**src/rtl/data_mem_lsu_pkg.sv**
```systemverilog
// lsu_pkg: shared definitions for the data-memory load/store unit.
//   - funct3 access-size encodings (LDST_*)
//   - FSM state type
//   - size legality helper
package lsu_pkg;

   localparam logic [2:0] LDST_B  = 3'b000;
   localparam logic [2:0] LDST_H  = 3'b001;
   localparam logic [2:0] LDST_W  = 3'b010;
   localparam logic [2:0] LDST_BU = 3'b100;
   localparam logic [2:0] LDST_HU = 3'b101;

   typedef enum logic {
      ST_IDLE = 1'b0,
      ST_WAIT = 1'b1
   } lsu_state_e;

   // Unsigned variants only make sense for loads.
   function automatic logic size_legal(input logic [2:0] size, input logic we);
      logic ok;
      ok = 1'b0;
      case (size)
         LDST_B, LDST_H, LDST_W: ok = 1'b1;
         LDST_BU, LDST_HU:       ok = !we;
         default:                ok = 1'b0;
      endcase
      return ok;
   endfunction

endpackage

```
**src/rtl/data_mem_lsu_if.sv**
```systemverilog
// data_mem_lsu_if: word-oriented data memory bus.
//   req/we/be/addr/wd : initiator -> memory
//   rd/ready          : memory -> initiator (ready = request completes this cycle)
// Modports: master (load/store unit), slave (memory).
interface data_mem_lsu_if;
   logic        req;
   logic        we;
   logic [3:0]  be;
   logic [31:0] addr;
   logic [31:0] wd;
   logic [31:0] rd;
   logic        ready;

   modport master (output req, we, be, addr, wd, input rd, ready);
   modport slave  (input req, we, be, addr, wd, output rd, ready);
endinterface

```
**src/rtl/data_mem_lsu_align.sv**
```systemverilog
// lsu_align: combinational lane handling for the load/store unit.
//   i_size, i_off, i_wd -> o_be, o_wd : byte enables and lane-replicated store data
//   i_ld_size, i_ld_off, i_rd -> o_rd : lane select and sign/zero extension of a load
module lsu_align
   import lsu_pkg::*;
(
   input  logic [2:0]  i_size,
   input  logic [1:0]  i_off,
   input  logic [31:0] i_wd,
   input  logic [2:0]  i_ld_size,
   input  logic [1:0]  i_ld_off,
   input  logic [31:0] i_rd,
   output logic [3:0]  o_be,
   output logic [31:0] o_wd,
   output logic [31:0] o_rd
);

   logic [31:0] w_shift;

   always_comb begin
      o_be = 4'b1111;
      o_wd = i_wd;
      case (i_size[1:0])
         2'b00: begin
            o_be = 4'b0001 << i_off;
            o_wd = {4{i_wd[7:0]}};
         end
         2'b01: begin
            o_be = i_off[1] ? 4'b1100 : 4'b0011;
            o_wd = {2{i_wd[15:0]}};
         end
         default: begin
            o_be = 4'b1111;
            o_wd = i_wd;
         end
      endcase
   end

   assign w_shift = i_rd >> {i_ld_off, 3'b000};

   always_comb begin
      o_rd = i_rd;
      case (i_ld_size)
         LDST_B:  o_rd = {{24{w_shift[7]}}, w_shift[7:0]};
         LDST_BU: o_rd = {24'h0, w_shift[7:0]};
         LDST_H:  o_rd = {{16{w_shift[15]}}, w_shift[15:0]};
         LDST_HU: o_rd = {16'h0, w_shift[15:0]};
         default: o_rd = i_rd;
      endcase
   end

endmodule

```
**src/rtl/data_mem_lsu.sv**
```systemverilog
// data_mem_lsu: load/store initiator between the core datapath and data memory.
//   i_clk, i_rst         : clock, synchronous active-high reset
//   i_core_req/we/size/addr/wd : core access request (held while o_core_stall)
//   o_core_rd            : extended load result
//   o_core_stall         : freeze the core this cycle
//   o_misalign/o_illegal/o_bus_err : single-cycle error pulses
//   mem                  : data memory bus (master side)
//
// state   | meaning
// IDLE    | no access outstanding; new requests decoded and launched
// WAIT    | request on the bus, waiting for ready or timeout
module data_mem_lsu
   import lsu_pkg::*;
#(
   parameter int TIMEOUT = 16
) (
   input  logic                 i_clk,
   input  logic                 i_rst,
   input  logic                 i_core_req,
   input  logic                 i_core_we,
   input  logic [2:0]           i_core_size,
   input  logic [31:0]          i_core_addr,
   input  logic [31:0]          i_core_wd,
   output logic [31:0]          o_core_rd,
   output logic                 o_core_stall,
   output logic                 o_misalign,
   output logic                 o_illegal,
   output logic                 o_bus_err,
   data_mem_lsu_if.master       mem
);

   localparam int CW = (TIMEOUT > 2) ? $clog2(TIMEOUT) : 1;

   lsu_state_e    r_state;
   logic [CW-1:0] r_cnt;
   logic [1:0]    r_off;
   logic [2:0]    r_size;
   logic          r_we;
   logic [31:0]   r_rd_q;

   logic          w_is_h;
   logic          w_is_w;
   logic          w_misalign;
   logic          w_legal;
   logic          w_idle_req;
   logic          w_accept;
   logic          w_in_wait;
   logic          w_done;
   logic          w_timeout;
   logic [3:0]    w_be;
   logic [31:0]   w_wd;
   logic [31:0]   w_ext;

   lsu_align u_align (
      .i_size    (i_core_size),
      .i_off     (i_core_addr[1:0]),
      .i_wd      (i_core_wd),
      .i_ld_size (r_size),
      .i_ld_off  (r_off),
      .i_rd      (mem.rd),
      .o_be      (w_be),
      .o_wd      (w_wd),
      .o_rd      (w_ext)
   );

   // Halfword alignment applies to both H and HU so a misaligned HU store
   // reports misalign rather than illegal.
   assign w_is_h     = (i_core_size[1:0] == 2'b01);
   assign w_is_w     = (i_core_size == LDST_W);
   assign w_misalign = (w_is_h && i_core_addr[0]) ||
                       (w_is_w && (i_core_addr[1:0] != 2'b00));
   assign w_legal    = size_legal(i_core_size, i_core_we);

   assign w_idle_req = (r_state == ST_IDLE) && i_core_req;
   assign w_accept   = w_idle_req && !w_misalign && w_legal;
   assign w_in_wait  = (r_state == ST_WAIT);
   assign w_done     = w_in_wait && mem.ready;
   // Completion in the last allowed cycle wins over the timeout.
   assign w_timeout  = w_in_wait && !mem.ready && (r_cnt == CW'(TIMEOUT - 1));

   assign mem.req  = w_accept || (w_in_wait && !w_timeout);
   assign mem.we   = mem.req && i_core_we;
   assign mem.be   = w_be;
   assign mem.addr = {i_core_addr[31:2], 2'b00};
   assign mem.wd   = w_wd;

   assign o_core_stall = w_accept || (w_in_wait && !mem.ready && !w_timeout);
   assign o_core_rd    = w_done ? w_ext : r_rd_q;

   // Error pulses are suppressed while reset is applied.
   assign o_misalign = w_idle_req && w_misalign && !i_rst;
   assign o_illegal  = w_idle_req && !w_misalign && !w_legal && !i_rst;
   assign o_bus_err  = w_timeout && !i_rst;

   always_ff @(posedge i_clk) begin
      if (i_rst) begin
         r_state <= ST_IDLE;
         r_cnt   <= '0;
         r_off   <= 2'b00;
         r_size  <= 3'b000;
         r_we    <= 1'b0;
         r_rd_q  <= 32'h0;
      end else begin
         case (r_state)
            ST_IDLE: begin
               if (w_accept) begin
                  r_state <= ST_WAIT;
                  r_cnt   <= '0;
                  r_off   <= i_core_addr[1:0];
                  r_size  <= i_core_size;
                  r_we    <= i_core_we;
               end
            end
            ST_WAIT: begin
               r_cnt <= r_cnt + CW'(1);
               if (mem.ready) begin
                  r_state <= ST_IDLE;
                  if (!r_we) r_rd_q <= w_ext;
               end else if (w_timeout) begin
                  r_state <= ST_IDLE;
               end
            end
            default: r_state <= ST_IDLE;
         endcase
      end
   end

endmodule
```
**src/flat_wrapper.sv**
```systemverilog
// flat-port wrapper written by rule: the top's interface ports become plain ports
module data_mem_lsu_flat import lsu_pkg::*;
#(
   parameter int TIMEOUT = 16
)
  (i_clk, i_rst, i_core_req, i_core_we, i_core_size, i_core_addr, i_core_wd, o_core_rd, o_core_stall, o_misalign, o_illegal, o_bus_err, mem_req, mem_we, mem_be, mem_addr, mem_wd, mem_rd, mem_ready);
  data_mem_lsu_if mem_i ();
  input  logic i_clk;
  input  logic i_rst;
  input  logic i_core_req;
  input  logic i_core_we;
  input  logic [2:0] i_core_size;
  input  logic [31:0] i_core_addr;
  input  logic [31:0] i_core_wd;
  output logic [31:0] o_core_rd;
  output logic o_core_stall;
  output logic o_misalign;
  output logic o_illegal;
  output logic o_bus_err;
  output wire logic [$bits(mem_i.req)-1:0] mem_req;
  output wire logic [$bits(mem_i.we)-1:0] mem_we;
  output wire logic [$bits(mem_i.be)-1:0] mem_be;
  output wire logic [$bits(mem_i.addr)-1:0] mem_addr;
  output wire logic [$bits(mem_i.wd)-1:0] mem_wd;
  input wire logic [$bits(mem_i.rd)-1:0] mem_rd;
  input wire logic [$bits(mem_i.ready)-1:0] mem_ready;
  assign mem_req = mem_i.req;
  assign mem_we = mem_i.we;
  assign mem_be = mem_i.be;
  assign mem_addr = mem_i.addr;
  assign mem_wd = mem_i.wd;
  assign mem_i.rd = mem_rd;
  assign mem_i.ready = mem_ready;
  data_mem_lsu #(.TIMEOUT(TIMEOUT)) u_core (.i_clk(i_clk), .i_rst(i_rst), .i_core_req(i_core_req), .i_core_we(i_core_we), .i_core_size(i_core_size), .i_core_addr(i_core_addr), .i_core_wd(i_core_wd), .o_core_rd(o_core_rd), .o_core_stall(o_core_stall), .o_misalign(o_misalign), .o_illegal(o_illegal), .o_bus_err(o_bus_err), .mem(mem_i));
endmodule
```
**config.mk**
```make
export PLATFORM = sky130hd
export DESIGN_NAME = data_mem_lsu_flat
export DESIGN_NICKNAME = d
export VERILOG_FILES = /design/src/rtl/data_mem_lsu_pkg.sv /design/src/rtl/data_mem_lsu_if.sv /design/src/rtl/data_mem_lsu_align.sv /design/src/rtl/data_mem_lsu.sv /design/src/flat_wrapper.sv
export SDC_FILE = /design/constraint.sdc
export NUM_CORES = 1
export LEC_CHECK = 0
export ABC_AREA = 1
export ABC_CLOCK_PERIOD_IN_PS = 1400
export BUFFER_PORTS_ARGS = -buffer_cell sky130_fd_sc_hd__buf_2
export CAP_MARGIN = 20
export CORE_UTILIZATION = 35
export CTS_CLUSTER_DIAMETER = 80
export DETAILED_ROUTE_END_ITERATION = 8
export GPL_TIMING_DRIVEN = 0
export PLACE_DENSITY = 0.68
export SYNTH_ARGS = -nofsm -noshare
export SYNTH_HDL_FRONTEND = slang
export SYNTH_SLANG_ARGS = --single-unit
```
**constraint.sdc**
```tcl
create_clock -name i_clk -period 1.4 [get_ports i_clk]
set_input_delay 0.14 -clock i_clk [delete_from_list [all_inputs] [get_ports i_clk]]
set_output_delay 0.14 -clock i_clk [all_outputs]
set_load 0.02 [all_outputs]
```
Word-level counts from Yosys, hierarchy flattened
Cells that the tools add are included.
Widths: inputs -> output; s select.
{ "op_classes": {"n_addsub": 1, "n_eq_ne": 10, "shifts": 2, "muxes": 12, "bitwise": 2, "reduce_logical": 33} }
{ "ops": {"columns": ["op", "n"], "rows": [
  ["$pmux 32 s4", 1],
  ["$pmux 32 s2", 1],
  ["$mux 32", 1],
  ["$shr 32x5->16", 1],
  ["$logic_and 1x1->1", 16],
  ["$pmux 4 s2", 2],
  ["$eq 3x3->1 const B", 4],
  ["$mux 4", 2],
  ["$eq 3x1->1 const B", 2],
  ["$logic_not 1->1", 6],
  ["$logic_not 3->1", 2],
  ["$add 4x1->4 const B", 1],
  ["$eq 4x4->1 const B", 1],
  ["$pmux 1 s2", 2],
  ["$shl 1x2->4 const A", 1],
  ["$eq 3x2->1 const B", 1],
  ["$logic_or 1x1->1", 3],
  ["$mux 1", 3],
  ["$reduce_and 3->1", 1],
  ["$reduce_or 3->1", 1],
  ["$eq 2x1->1 const B", 1],
  ["$logic_not 2->1", 1],
  ["$ne 2x1->1 const B", 1],
  ["$not 1->1", 2],
  ["other kinds (3)", 3]
]} }
{ "word_totals": {"regBits": 43, "input_bits": 104, "output_inout_bits": 106, "wordCells": 66} }

Depth between registers and ports, before layout
Gate-level depths: netlist of the first run.
{ "depth": {"word_depth": 8, "depth_mapped": 11} }

Hierarchy
Synthesis of the first run repeated with hierarchy kept, for this count alone.
{ "unflattened": {"hier_cells": 613, "area_unflattened_um2": 3744.8} }
{ "modules_own_cells": {"columns": ["mod", "n_inst", "cells_each", "area_per_inst_um2", "seq_area_each_um2"], "rows": [
  ["data_mem_lsu", 1, 327, 2290.9, 860.8],
  ["lsu_align", 1, 286, 1453.9, 0.0]
]} }

Worst setup path before layout of the first run
No wires, ideal clock.
{ "synth_path": {"path_kind": "reg2out", "startpoint": "register u_core.r_size[1]", "endpoint": "output port o_core_rd[22]", "t_arrival_ns": 1.307, "required_ns": 1.260, "slack_ns": -0.047, "stages_incl_launch_ff": 12, "n_path_buf": 2, "cell_sequence": "dfxtp_1 -> buf_6 -> inv_6 -> nand2_2 -> nor2_8 -> nand2_4 -> nand2_4 -> inv_4 -> buf_8 -> nand2_2 -> nand2_1 -> nand2_1"} }
{ "synth_between": {"elab_chain_cells": 3} }
{ "synth_rtl": {"columns": ["item", "line_no", "source"], "rows": [
  ["from (decl)", "data_mem_lsu.sv:37", "logic [2:0] r_size;"],
  ["from (signal assigned)", "data_mem_lsu.sv:110", "r_size <= i_core_size;"],
  ["$eq 3x3->1, or another cell as far along", "data_mem_lsu_align.sv:43", "case (i_ld_size)"],
  ["$pmux 32 s4 *", "data_mem_lsu_align.sv:43", null],
  ["$mux 32 *", "data_mem_lsu.sv:88", "assign o_core_rd = w_done ? w_ext : r_rd_q;"],
  ["to (decl)", "flat_wrapper.sv:15", "output logic [31:0] o_core_rd;"]
]} }
Mark *: on every way between the ends. The rest lies on a longest branch, timed or not.

Final worst setup path of the first run
{ "layout_path": {"startpoint": "register u_core.r_off[0]", "endpoint": "output port o_core_rd[10]"} }
{ "layout_between": {"elab_chain_cells": 3} }
{ "layout_rtl": {"columns": ["item", "line_no", "source"], "rows": [
  ["from (decl)", "data_mem_lsu.sv:36", "logic [1:0] r_off;"],
  ["from (signal assigned)", "data_mem_lsu.sv:109", "r_off <= i_core_addr[1:0];"],
  ["$shr 32x5->16", "data_mem_lsu_align.sv:39", "assign w_shift = i_rd >> {i_ld_off, 3'b000};"],
  ["$pmux 32 s4", "data_mem_lsu_align.sv:43", null],
  ["$mux 32", "data_mem_lsu.sv:88", null]
]} }
Every way passes these cells.

==> results of run 1 <==
[worst min-delay path by stage]
| stage | to | start | slack [ns] |
|---|---|---|---|
| floorplan | u_core.r_off[0] | i_core_addr[0] | 0.29 |
| global placement | u_core.r_we | i_core_we | 0.44 |
| detailed placement | u_core.r_we | i_core_we | 0.44 |
| CTS | u_core.r_we | i_core_we | 0.12 |
| global route | u_core.r_we | i_core_we | 0.16 |
| finish | u_core.r_we | i_core_we | 0.11 |
[power by group through the flow]
stage | Combinational [mW] | Clock (mW) | Sequential [mW]
floorplan | 1.13 | 0 | 1.34
global placement | 1.62 | 0 | 1.34
detailed placement | 1.62 | 0 | 1.35
CTS | 2.08 | 1.20 | 1.32
global route | 2.46 | 1.25 | 1.34
finish | 2.29 | 1.19 | 1.33
[Yosys cell counts (all sizes together)]
library cell	n
a21boi	1
a21oi	5
buf	61
clkbuf	16
conb	1
dfxtp	43
ha	1
inv	72
nand2	289
nand3	38
nand4	25
nor2	94
nor3	1
nor4	1
o211ai	6
o21ai	39
o22ai	7
[routing by layer]
layer,GRT usage [%],vias up,part of all wire [%]
met2,43.8,259,51
met5,0,-,0
met3,3.28,39,7.9
met4,6.16,0,1.7
li1,-,2579,-
met1,29.1,2307,40
[worst reg2reg max path: stages (launching register included)]
cell     delay (ns)
dfxtp_4        0.41
buf_8          0.15
nand2_4        0.06
nand3_4        0.08
nand3_4        0.11
buf_6          0.15
buf_8          0.14
buf_4          0.13
buf_4          0.13
buf_6          0.11
nand4_1        0.10
nand2_1        0.06
inv_1          0.04
[timing repair]
| item | 4_1_cts | 5_1_grt |
|---|---|---|
| setup endpoints to repair | 83 | 78 |
| setup buffers | 31 | 6 |
| cloned | 2 | 2 |
| resized for setup | 188 | 75 |
| pin swaps | 51 | 47 |
[cells by family after synthesis]
family,synth area share (%)
AOI/OAI and AO/OA,8.21
DFF,22.3
and+or+nand+nor,49.2
buffers and inverters,19.8
other,0.0972
adders and majority gates,0.324
[registers in the layout, summed over array words and instances (netlist names)]
signal and cells:
u_core.r_cnt 4, u_core.r_off 2, u_core.r_rd_q 32, u_core.r_size 3, u_core.r_state 1, u_core.r_we 1
[metrics by stage]
stage,util [%],power [mW],TNS [ns],hold WS [ns],cells
after floorplan,-,2.47,-0.0182,0.287,701
after global placement,47.1,2.96,-16.69,0.442,1012
after detailed placement,47.1,2.97,-16.78,0.443,1012
after CTS,56.5,4.61,-13.17,0.124,1051
after global routing,59.7,5.04,-20.58,0.158,1058
final,59.7,4.81,-15.62,0.111,1058
[layout make-up]
| cell class | instances | area [um^2] |
|---|---|---|
| fill | 993 | 4230 |
| multi-input combinational | 510 | 2780 |
| timing repair buffer | 214 | 1460 |
| sequential | 43 | 872 |
| buffer | 75 | 577 |
| inverter | 72 | 285 |
| tap | 136 | 170 |
| clock buffer | 6 | 72.6 |
| clock inverter | 2 | 60.1 |
==> results.ini, run 1 <==
[run_status]
outcome = complete, but fails checks
violations = negative setup slack

[floorplan]
fp.dieW_um = 107
core_area_um2 = 10500
start_util_pct = 36.7
dieHeight_um = 107
die_area_um2 = 11400
io_pins = 210
rows = 37

[synth]
ys_ff_latch = 43
syn_area_um2 = 3860
synth_top_area_share_pct = 26.6
syn_avg_cell_area_um2 = 5.51
yosysTopAreaCell = nand2_1
seq_area_frac_synth_pct = 22.3
synth_cells = 700
yosys_warnings = 0
synth_cell_types = 31
netlist_top_cells_area = nand2_1 27%, dfxtp_1 22%, nor2_1 8.7%

[critical_path]
setup.worst_path.end = o_core_rd[10]
slowest_delay_ns = 0.41
r2r_start = u_core.r_off[0]
crit_start = u_core.r_off[0]
r2r_end = u_core.r_rd_q[9]
path_buf_inv = 4
cp_cell_sequence = buf_8 > nand2_4 > nand3_4 > nand3_4 > buf_6 > buf_8 > nand3_2 > nand2_1 > nand2_1 > buf_6
crit_cells = 10
slowest_stage = dfxtp_4
cp_top_family = buffers and inverters
r2r_cells = 12
critPathLaunchType = flop
crit_path_end_kind = output pin
cp.required_ns = 1.26
critPathKind = reg -> out
cp_max_fo = 8
critPathArrivalTime_ns = 1.75
r2r_setup_slack_ns = -0.32

[detailed_routing]
first_pass_iters = 5
drt_iter0_drc = 330
dr_total_vias = 5184
wire_per_inst_um = 13.8
detail_route.vias_per_cell = 4.90
drc = 0
wl_um = 14600
ant_nets = 0

[finish]
antennaDiodeCount = 0
drive_gt1_share_pct = 46.6
final_common_cell = nand2_1
num-nets-final = 1026
layout_common_cells = 219 x nand2_1, 144 x buf_2, 82 x nor2_1, 73 x buf_4, 63 x inv_1
area_growth_pct = 62.8
design_area_um2 = 6280

[global_route]
grt_util_all_layers_pct = 23.9
grt_pass1_vias = 4646
grt_max_degree = 14
grt_pass1_wl_um = 21800
grt.overflow.total = 0
antenna_found_initial = 0

[power_and_ir_drop]
power.share.sequential_pct = 27.6
sw_frac_of_total_pct = 38.1
p_leak_nw = 3.45
clkPwrFrac_pct = 24.8
p_comb_share_pct = 47.6
power_density_nw_per_um2 = 767
p_int_mw = 2.98
switching_power_mw = 1.83
peakVddDrop_v = 0.000453

[sta]
slew_headroom_pct = 64.8
setup_ws_ns = -0.486
clock_skew_ns = 0.00582
hold_viol = 0
tightestPinTransition_ns = 0.528
setup_viol = 55
drv_slew = 0
grt_setup_unrepaired = true
clock.fmax_ghz = 0.530
min_period_ns = 1.89
period_share_pct = 135

[placed_design]
placed_area_um2 = 4950
place.gp.congestion = 0.881
pre_cts_ws_ns = -0.355
dpl.hpwl_um = 9970
io_buffers = 175

[clock_tree]
cts_tree = built
clk_pin_slew_ns = 0.09
cts_root_buffer = clkbuf_8
htreeDepth = 2
numClockSinks = 43
cts_buffer_depth = 2
clock_latency_ns = 0.31
cts_hold_buf = 0
cts_buffers = 5

[flow_run]
maxCapViolations = 0

[hold_path]
holdPathStages = 3
hold_path_class = in -> reg

(Power assumes the default switching activity.)
==> run 2, diff against run 1 <==
--- a/config.mk
+++ b/config.mk
@@ -5,7 +5,6 @@
 export SDC_FILE = /design/constraint.sdc
 export NUM_CORES = 1
 export LEC_CHECK = 0
-export ABC_AREA = 1
 export ABC_CLOCK_PERIOD_IN_PS = 1400
 export BUFFER_PORTS_ARGS = -buffer_cell sky130_fd_sc_hd__buf_2
 export CAP_MARGIN = 20
@@ -13,7 +12,7 @@
 export CTS_CLUSTER_DIAMETER = 80
 export DETAILED_ROUTE_END_ITERATION = 8
 export GPL_TIMING_DRIVEN = 0
-export PLACE_DENSITY = 0.68
+export PLACE_DENSITY = 0.69
 export SYNTH_ARGS = -nofsm -noshare
 export SYNTH_HDL_FRONTEND = slang
 export SYNTH_SLANG_ARGS = --single-unit
==> run 2 against run 1 <==
The run still ends with negative setup slack left. Clock-buffer cell count up 2. Combinational power down 20%. Synthesized area down 8.8%. Cell area down 6.6%. Global-route usage down 0.061 points. Sequential power about the same. Utilization up 0.27 points. Critical path depth down 3. Via count down 15%. Clock skew about the same. Sequential share of layout area up 0.98 points. Synthesized cell count down 31%. Largest cell class unchanged.
==> results.ini, run 2 <==
[run_status]
outcome = complete, but fails checks
violations = negative setup slack

[detailed_routing]
first_pass_iters = 5  ; unchanged
wl_um = 13300  ; -9.3%
ant_nets = 0  ; unchanged
drt_iter0_drc = 278  ; -16%
dr_total_vias = 4406  ; -15%
wire_per_inst_um = 16.1  ; +17%
drc = 0  ; unchanged
detail_route.vias_per_cell = 5.37  ; +9.5%

[flow_run]
maxCapViolations = 0  ; unchanged

[placed_design]
placed_area_um2 = 4920  ; -0.71%
place.gp.congestion = 0.866  ; -1.7%
io_buffers = 174  ; -0.57%
dpl.hpwl_um = 9990  ; +0.25%

[critical_path]
r2r_end = u_core.r_rd_q[29]
crit_path_end_kind = output pin
cp_max_fo = 5  ; -3
r2r_setup_slack_ns = -0.42  ; -0.10 ns
slowest_stage = mux4_2
crit_start = u_core.r_off[0]
critPathLaunchType = flop
critPathArrivalTime_ns = 2.17  ; +0.42 ns
crit_cells = 7  ; -3
cp.required_ns = 1.26  ; about the same
path_buf_inv = 3  ; -1
r2r_cells = 6  ; -6
r2r_start = u_core.r_off[0]
slowest_delay_ns = 0.50  ; +0.09 ns
critPathKind = reg -> out
cp_cell_sequence = mux2_4 > mux4_2 > a21oi_4 > buf_6 > buf_12 > a21oi_4 > buf_6
cp_top_family = multiplexers
setup.worst_path.end = o_core_rd[24]

[global_route]
grt_max_degree = 13  ; -1
grt.overflow.total = 0  ; unchanged
antenna_found_initial = 0  ; unchanged
grt_util_all_layers_pct = 23.9  ; -0.061 points
grt_pass1_vias = 3987  ; -14%
grt_pass1_wl_um = 19600  ; -10%

[power_and_ir_drop]
p_comb_share_pct = 45.5  ; -2.1 points
peakVddDrop_v = 0.000357  ; -21%
sw_frac_of_total_pct = 37.0  ; -1.1 points
power_density_nw_per_um2 = 688  ; -10%
power_mw = 4.04  ; -16%
p_int_mw = 2.54  ; -15%
clkPwrFrac_pct = 22.1  ; -2.7 points
switching_power_mw = 1.49  ; -19%
p_leak_nw = 2.45  ; -29%
power.share.sequential_pct = 32.4  ; +4.8 points

[sta]
clock_skew_ns = 0.00555  ; -0.000272 ns
setup_ws_ns = -0.913  ; -0.427 ns
hold_viol = 0  ; unchanged
tightestPinTransition_ns = 0.704  ; +0.177 ns
min_period_ns = 2.31  ; +0.427 ns
drv_slew = 0  ; unchanged
period_share_pct = 165  ; +30 points
grt_setup_unrepaired = true
clock.fmax_ghz = 0.432  ; -18%
setup_viol = 78  ; +42%
slew_headroom_pct = 53.0  ; -12 points
hold_ws_ns = 0.122  ; +0.0110 ns

[finish]
top_register = u_core.r_rd_q
largestRegisters = u_core.r_rd_q x32, u_core.r_cnt x4, u_core.r_size x3
design_area_um2 = 5870  ; -6.6%
finalCoreUtilization_pct = 60.0  ; +0.27 points
layout_common_cells = 144 x buf_2, 66 x nor2_1, 55 x buf_4, 50 x nand2_1, 48 x buf_6
antennaDiodeCount = 0  ; unchanged
final_common_cell = buf_2
num-nets-final = 792  ; -23%
drive_gt1_share_pct = 56.5  ; +9.9 points
largest_register_ffs = 32  ; unchanged
area_growth_pct = 66.7

[clock_tree]
htreeDepth = 2  ; unchanged
numClockSinks = 43  ; unchanged
clock_latency_ns = 0.30  ; about the same
cts_root_buffer = clkbuf_8
cts_buffer_depth = 2  ; unchanged
clk_pin_slew_ns = 0.08  ; about the same
cts_hold_buf = 0  ; unchanged
cts_tree = built
cts_buffers = 5  ; unchanged

[synth]
synth_edf_count = 0  ; unchanged
seq_area_frac_synth_pct = 24.5  ; +2.1 points
synth-main-ff-cell = dfxtp_1
yosysTopAreaCell = dfxtp_1
netlist_top_cells_area = dfxtp_1 24%, buf_4 9.0%, nor2_1 7.4%
syn_area_um2 = 3520  ; -8.8%
synth_top_area_share_pct = 24.5  ; -2.1 points
yosys_warnings = 0  ; unchanged
yosysMostFrequentCell = nor2_1
synth-async-reset-ratio_pct = 0  ; unchanged
synth_cell_types = 45  ; +45%
syn_avg_cell_area_um2 = 7.27  ; +32%
synth_common_cells = 69 x nor2_1, 54 x nand2_1, 43 x dfxtp_1, 42 x buf_4, 41 x a21oi_1
ys_ff_latch = 43  ; unchanged
synth_cells = 484  ; -31%

[floorplan]
rows = 36  ; -2.7%
core_area_um2 = 9770  ; -7.0%
die_area_um2 = 10500  ; -8.6%
start_util_pct = 36.0  ; -0.70 points
fp.dieW_um = 102  ; -4.4%
io_pins = 210  ; unchanged
dieHeight_um = 102  ; -4.4%

[hold_path]
hold_path_class = in -> reg

-- run 2: changes by cell type after synthesis, moves of 12 or more --
cell	before	now
nand2_1	273	54
inv_1	66	6
a21oi_1	5	41
mux2i_1	0	24
nand4_1	25	2
a311oi_1	0	22
nand3_1	35	14
nor2_1	89	69
mux2_2	0	19
clkbuf_1	16	30
nand2_2	14	1
o21ai_1	12	0
-- run 2: metrics by stage --
| step | cells | setup WS [ns] | TNS, ns |
|---|---|---|---|
| after CTS | 814 | -0.925 | -38.39 |
| after floorplan | 485 | -0.466 | -17.61 |
| after global routing | 821 | -0.970 | -42.76 |
| after detailed placement | 792 | -0.890 | -43.71 |
| final | 821 | -0.913 | -38.40 |
| after global placement | 792 | -0.867 | -40.84 |
-- run 2: layer usage --
metal / wire length [um] / vias up / share of wire [%] / GRT usage [%]
li1: - / 2103 / - / -
met1: 5070 / 2056 / 38 / 27.7
met2: 7000 / 212 / 53 / 43.9
met3: 806 / 35 / 6.1 / 3.15
met4: 381 / 0 / 2.9 / 10.0
met5: 0 / - / 0 / 0
-- run 2: area by class of cell --
cell class | instances | area, um^2
well taps | 133 | 166
flip-flops and latches | 43 | 872
repair buffers | 200 | 1330
fillers | 859 | 3910
multi-input cells | 353 | 2790
inverters | 6 | 25.0
clock buffers | 8 | 100
plain buffers | 78 | 581
-- run 2: cell families after synthesis --
kind of cell / synth area share [%]
compound gates: 26.2
xor+xnor: 0.249
fa+ha+maj: 0.355
buf+inv: 14.4
flops: 24.5
mux: 14.2
other cells: 0.107
simple gates: 20.1
-- run 2: repair_timing --
item,in CTS,in global routing
gates cloned,2,1
pin swaps,11,22
gates resized for setup,97,95
setup buffers,16,9
setup endpoints to repair,102,87
-- run 2: worst reg2reg max path: stages, from the launching register on --
cell and delay [ns]:
dfxtp_4 0.40, mux2_4 0.31, mux4_2 0.50, buf_4 0.18, nand2_8 0.10, buf_6 0.12
a311oi_1 0.07
-- run 2: power by group through the flow --
stage	registers, mW	clock network, mW	logic (mW)
3_3_place_gp	1.32	0	1.47
2_1_floorplan	1.32	0	1.02
6_report	1.31	0.892	1.84
3_5_place_dp	1.32	0	1.49
4_1_cts	1.30	0.908	1.65
5_1_grt	1.31	0.960	1.96
-- run 2: worst min path at each step --
stage / start / to / slack, ns / cells past startpoint
after floorplan: i_core_addr[0] / u_core.r_off[0] / 0.28 / 2
after global placement: i_core_we / u_core.r_we / 0.43 / 3
after detailed placement: i_core_we / u_core.r_we / 0.44 / 3
after CTS: i_core_we / u_core.r_we / 0.11 / 3
after global routing: i_core_we / u_core.r_we / 0.14 / 3
final: i_core_size[2] / u_core.r_size[2] / 0.12 / 3
==> run 3, diff against run 2 <==
--- a/config.mk
+++ b/config.mk
@@ -8,6 +8,7 @@
 export ABC_CLOCK_PERIOD_IN_PS = 1400
 export BUFFER_PORTS_ARGS = -buffer_cell sky130_fd_sc_hd__buf_2
 export CAP_MARGIN = 20
+export CORE_ASPECT_RATIO = 0.5
 export CORE_UTILIZATION = 35
 export CTS_CLUSTER_DIAMETER = 80
 export DETAILED_ROUTE_END_ITERATION = 8
==> run 3 against run 2 <==
Flip-flop and latch count stayed put. Largest cell class unchanged. Sequential power hardly changed. First-iteration DRC count is 47% higher. Cell area is 1.8% lower. Register-to-register slack worse by 0.20 ns. Via count is 0.98% higher. The run still ends with negative setup slack left. Critical endpoint is now o_core_rd[29]. Combinational power is 2% lower.
==> results.ini, run 3 (synthesized netlist as in run 2, its figures left out) <==
[hold_path]
hold_path_class = in -> reg
hold_path_end = u_core.r_size[2]
holdPathStages = 3  ; unchanged
hold_start = i_core_size[2]

[global_route]
grt_busiest_layer = met2
grt_pass1_vias = 4121  ; +3.4%
grt_pass1_wl_um = 20400  ; +4.2%
antenna_found_initial = 0  ; unchanged
grtUsageMet1_pct = 31.1  ; +3.4 points
grt.overflow.total = 0  ; unchanged
grt_use_met3_pct = 5.18  ; +2.0 points
use_met2_pct = 43.4  ; -0.52 points
grt_util_all_layers_pct = 25.0  ; +1.1 points
grt_max_degree = 14  ; +1

[run_status]
outcome = complete, but fails checks
violations = negative setup slack

[floorplan]
core_area_um2 = 9600  ; -1.8%
io_pins = 210  ; unchanged
rows = 25  ; -31%
dieHeight_um = 72.9  ; -29%
start_util_pct = 36.7  ; +0.64 points
die_area_um2 = 10500  ; +0.23%
fp.dieW_um = 144  ; +41%

[clock_tree]
cts_buffer_depth = 2  ; unchanged
cts_buffers = 5  ; unchanged
clk_pin_slew_ns = 0.06  ; -0.02 ns
numClockSinks = 43  ; unchanged
clock_latency_ns = 0.29  ; about the same
htreeDepth = 2  ; unchanged
cts_root_buffer = clkbuf_16
cts_tree = built

[sta]
setup-tns-final_ns = -41.39  ; -2.99 ns
clock.fmax_ghz = 0.423  ; -2.1%
drv_slew = 0  ; unchanged
period_share_pct = 169  ; +3.6 points
clock_skew_ns = 0.00399  ; -0.00155 ns
grt_setup_unrepaired = true
setup_ws_ns = -0.963  ; -0.0497 ns
min_period_ns = 2.36  ; +0.0497 ns
tightestPinTransition_ns = 0.748  ; +0.0436 ns
setup_viol = 79  ; +1.3%
slew_headroom_pct = 50.1  ; -2.9 points
hold_viol = 0  ; unchanged

[placed_design]
dp.cells = 794  ; +0.25%
dpl.hpwl_um = 10100  ; +0.88%
io_buffers = 174  ; unchanged
place.gp.congestion = 0.922  ; +6.5%

[detailed_routing]
ant_nets = 0  ; unchanged
drc = 0  ; unchanged
drt_iter0_drc = 409  ; +47%
wl_um = 13600  ; +2.8%
detail_route.vias_per_cell = 5.39  ; +0.36%
first_pass_iters = 5  ; unchanged
wire_per_inst_um = 16.5  ; +2.1%
dr_total_vias = 4449  ; +0.98%

[finish]
nFillCells = 851  ; -0.93%
area_growth_pct = 63.6
drive_gt1_share_pct = 53.8  ; -2.7 points
final_cells = 826  ; +0.61%
num-nets-final = 795  ; +0.38%
antennaDiodeCount = 0  ; unchanged
layout_common_cells = 160 x buf_2, 65 x nor2_1, 58 x buf_4, 51 x nand2_1, 39 x dfxtp_1
largestRegisters = u_core.r_rd_q x32, u_core.r_cnt x4, u_core.r_size x3
largest_register_ffs = 32  ; unchanged
finalCoreUtilization_pct = 60.0  ; about the same
final_common_cell = buf_2
top_register = u_core.r_rd_q

[critical_path]
cp_cell_sequence = mux2_4 > mux4_2 > a21oi_4 > buf_6 > buf_12 > a21oi_4 > buf_6
r2r_start = u_core.r_off[0]
critPathArrivalTime_ns = 2.22  ; +0.05 ns
r2r_setup_slack_ns = -0.62  ; -0.20 ns
slowest_stage = mux4_2
critPathLaunchType = flop
critPathKind = reg -> out
r2r_cells = 7  ; +1
slowest_delay_ns = 0.52  ; +0.02 ns
cp_max_fo = 5  ; unchanged
r2r_end = u_core.r_rd_q[23]
cp.required_ns = 1.26  ; about the same
crit_path_end_kind = output pin

[power_and_ir_drop]
power_density_nw_per_um2 = 804  ; +17%
p_leak_nw = 2.47  ; +1.0%
peakVddDrop_v = 0.000474  ; +32%

[flow_run]
maxCapViolations = 0  ; unchanged

run 3: cell types whose count changed in the layout (fill, tap and decap cells not counted), moves of 5 or more:
cell	change
buf_6	-18
buf_2	+16
clkbuf_8	-7
nand3_4	-5
run 3: critical path, delay by kind of cell (launching register included):
family / cells / cell delay, ns
mux: 2 / 0.83
flops: 1 / 0.39
compound gates: 2 / 0.31
buf+inv: 3 / 0.41
run 3: worst max path at each step:
| stage | cells after the start | startpoint | to |
|---|---|---|---|
| floorplan | 6 | u_core.r_off[0] | o_core_rd[20] |
| global placement | 7 | u_core.r_state | o_core_rd[28] |
| detailed placement | 7 | u_core.r_state | o_core_rd[27] |
| CTS | 7 | u_core.r_off[0] | o_core_rd[22] |
| global route | 7 | u_core.r_off[0] | o_core_rd[22] |
| finish | 7 | u_core.r_off[0] | o_core_rd[29] |
run 3: through the flow:
| step | power [mW] | setup WS [ns] | hold WS, ns | area [um^2] |
|---|---|---|---|---|
| floorplan | 2.34 | -0.466 | 0.280 | 3880 |
| global placement | 2.80 | -0.807 | 0.425 | 4920 |
| detailed placement | 2.82 | -0.759 | 0.431 | 4920 |
| CTS | 4.58 | -0.981 | 0.129 | 5670 |
| global route | 4.81 | -1.02 | 0.148 | 5760 |
| finish | 4.63 | -0.963 | 0.136 | 5760 |
run 3: report_power, final:
part | leakage (nW) | internal [mW] | switching, mW
registers | 0.351 | 1.27 | 0.0387
logic | 2.03 | 0.809 | 0.990
clock network | 0.0911 | 1.02 | 0.499
total | 2.47 | 3.10 | 1.53
run 3: layer usage:
layer,vias up,wire [um]
met5,-,0
met4,0,277
met3,34,1060
met2,229,6720
met1,2082,5560
li1,2104,-
run 3: timing repair:
| action | CTS | global route |
|---|---|---|
| hold buffers | 0 | 0 |
| endpoints found under the setup margin | 102 | 89 |
| buffers inserted | 21 | 6 |
| cloned | 2 | 0 |
| pin swaps | 12 | 14 |
| gates resized for setup | 101 | 27 |
run 3: layout make-up:
class                           count  area (um^2)  share of cell area, %
Clock inverter                      2         60.1                   1.04
Sequential cell                    43          868                   15.1
Multi-Input combinational cell    353         2640                   45.8
Clock buffer                        6          129                   2.24
Tap cell                          135          169                   2.93
Inverter                            6         30.0                  0.521
Timing Repair Buffer              202         1300                   22.6
Buffer                             79          563                   9.78
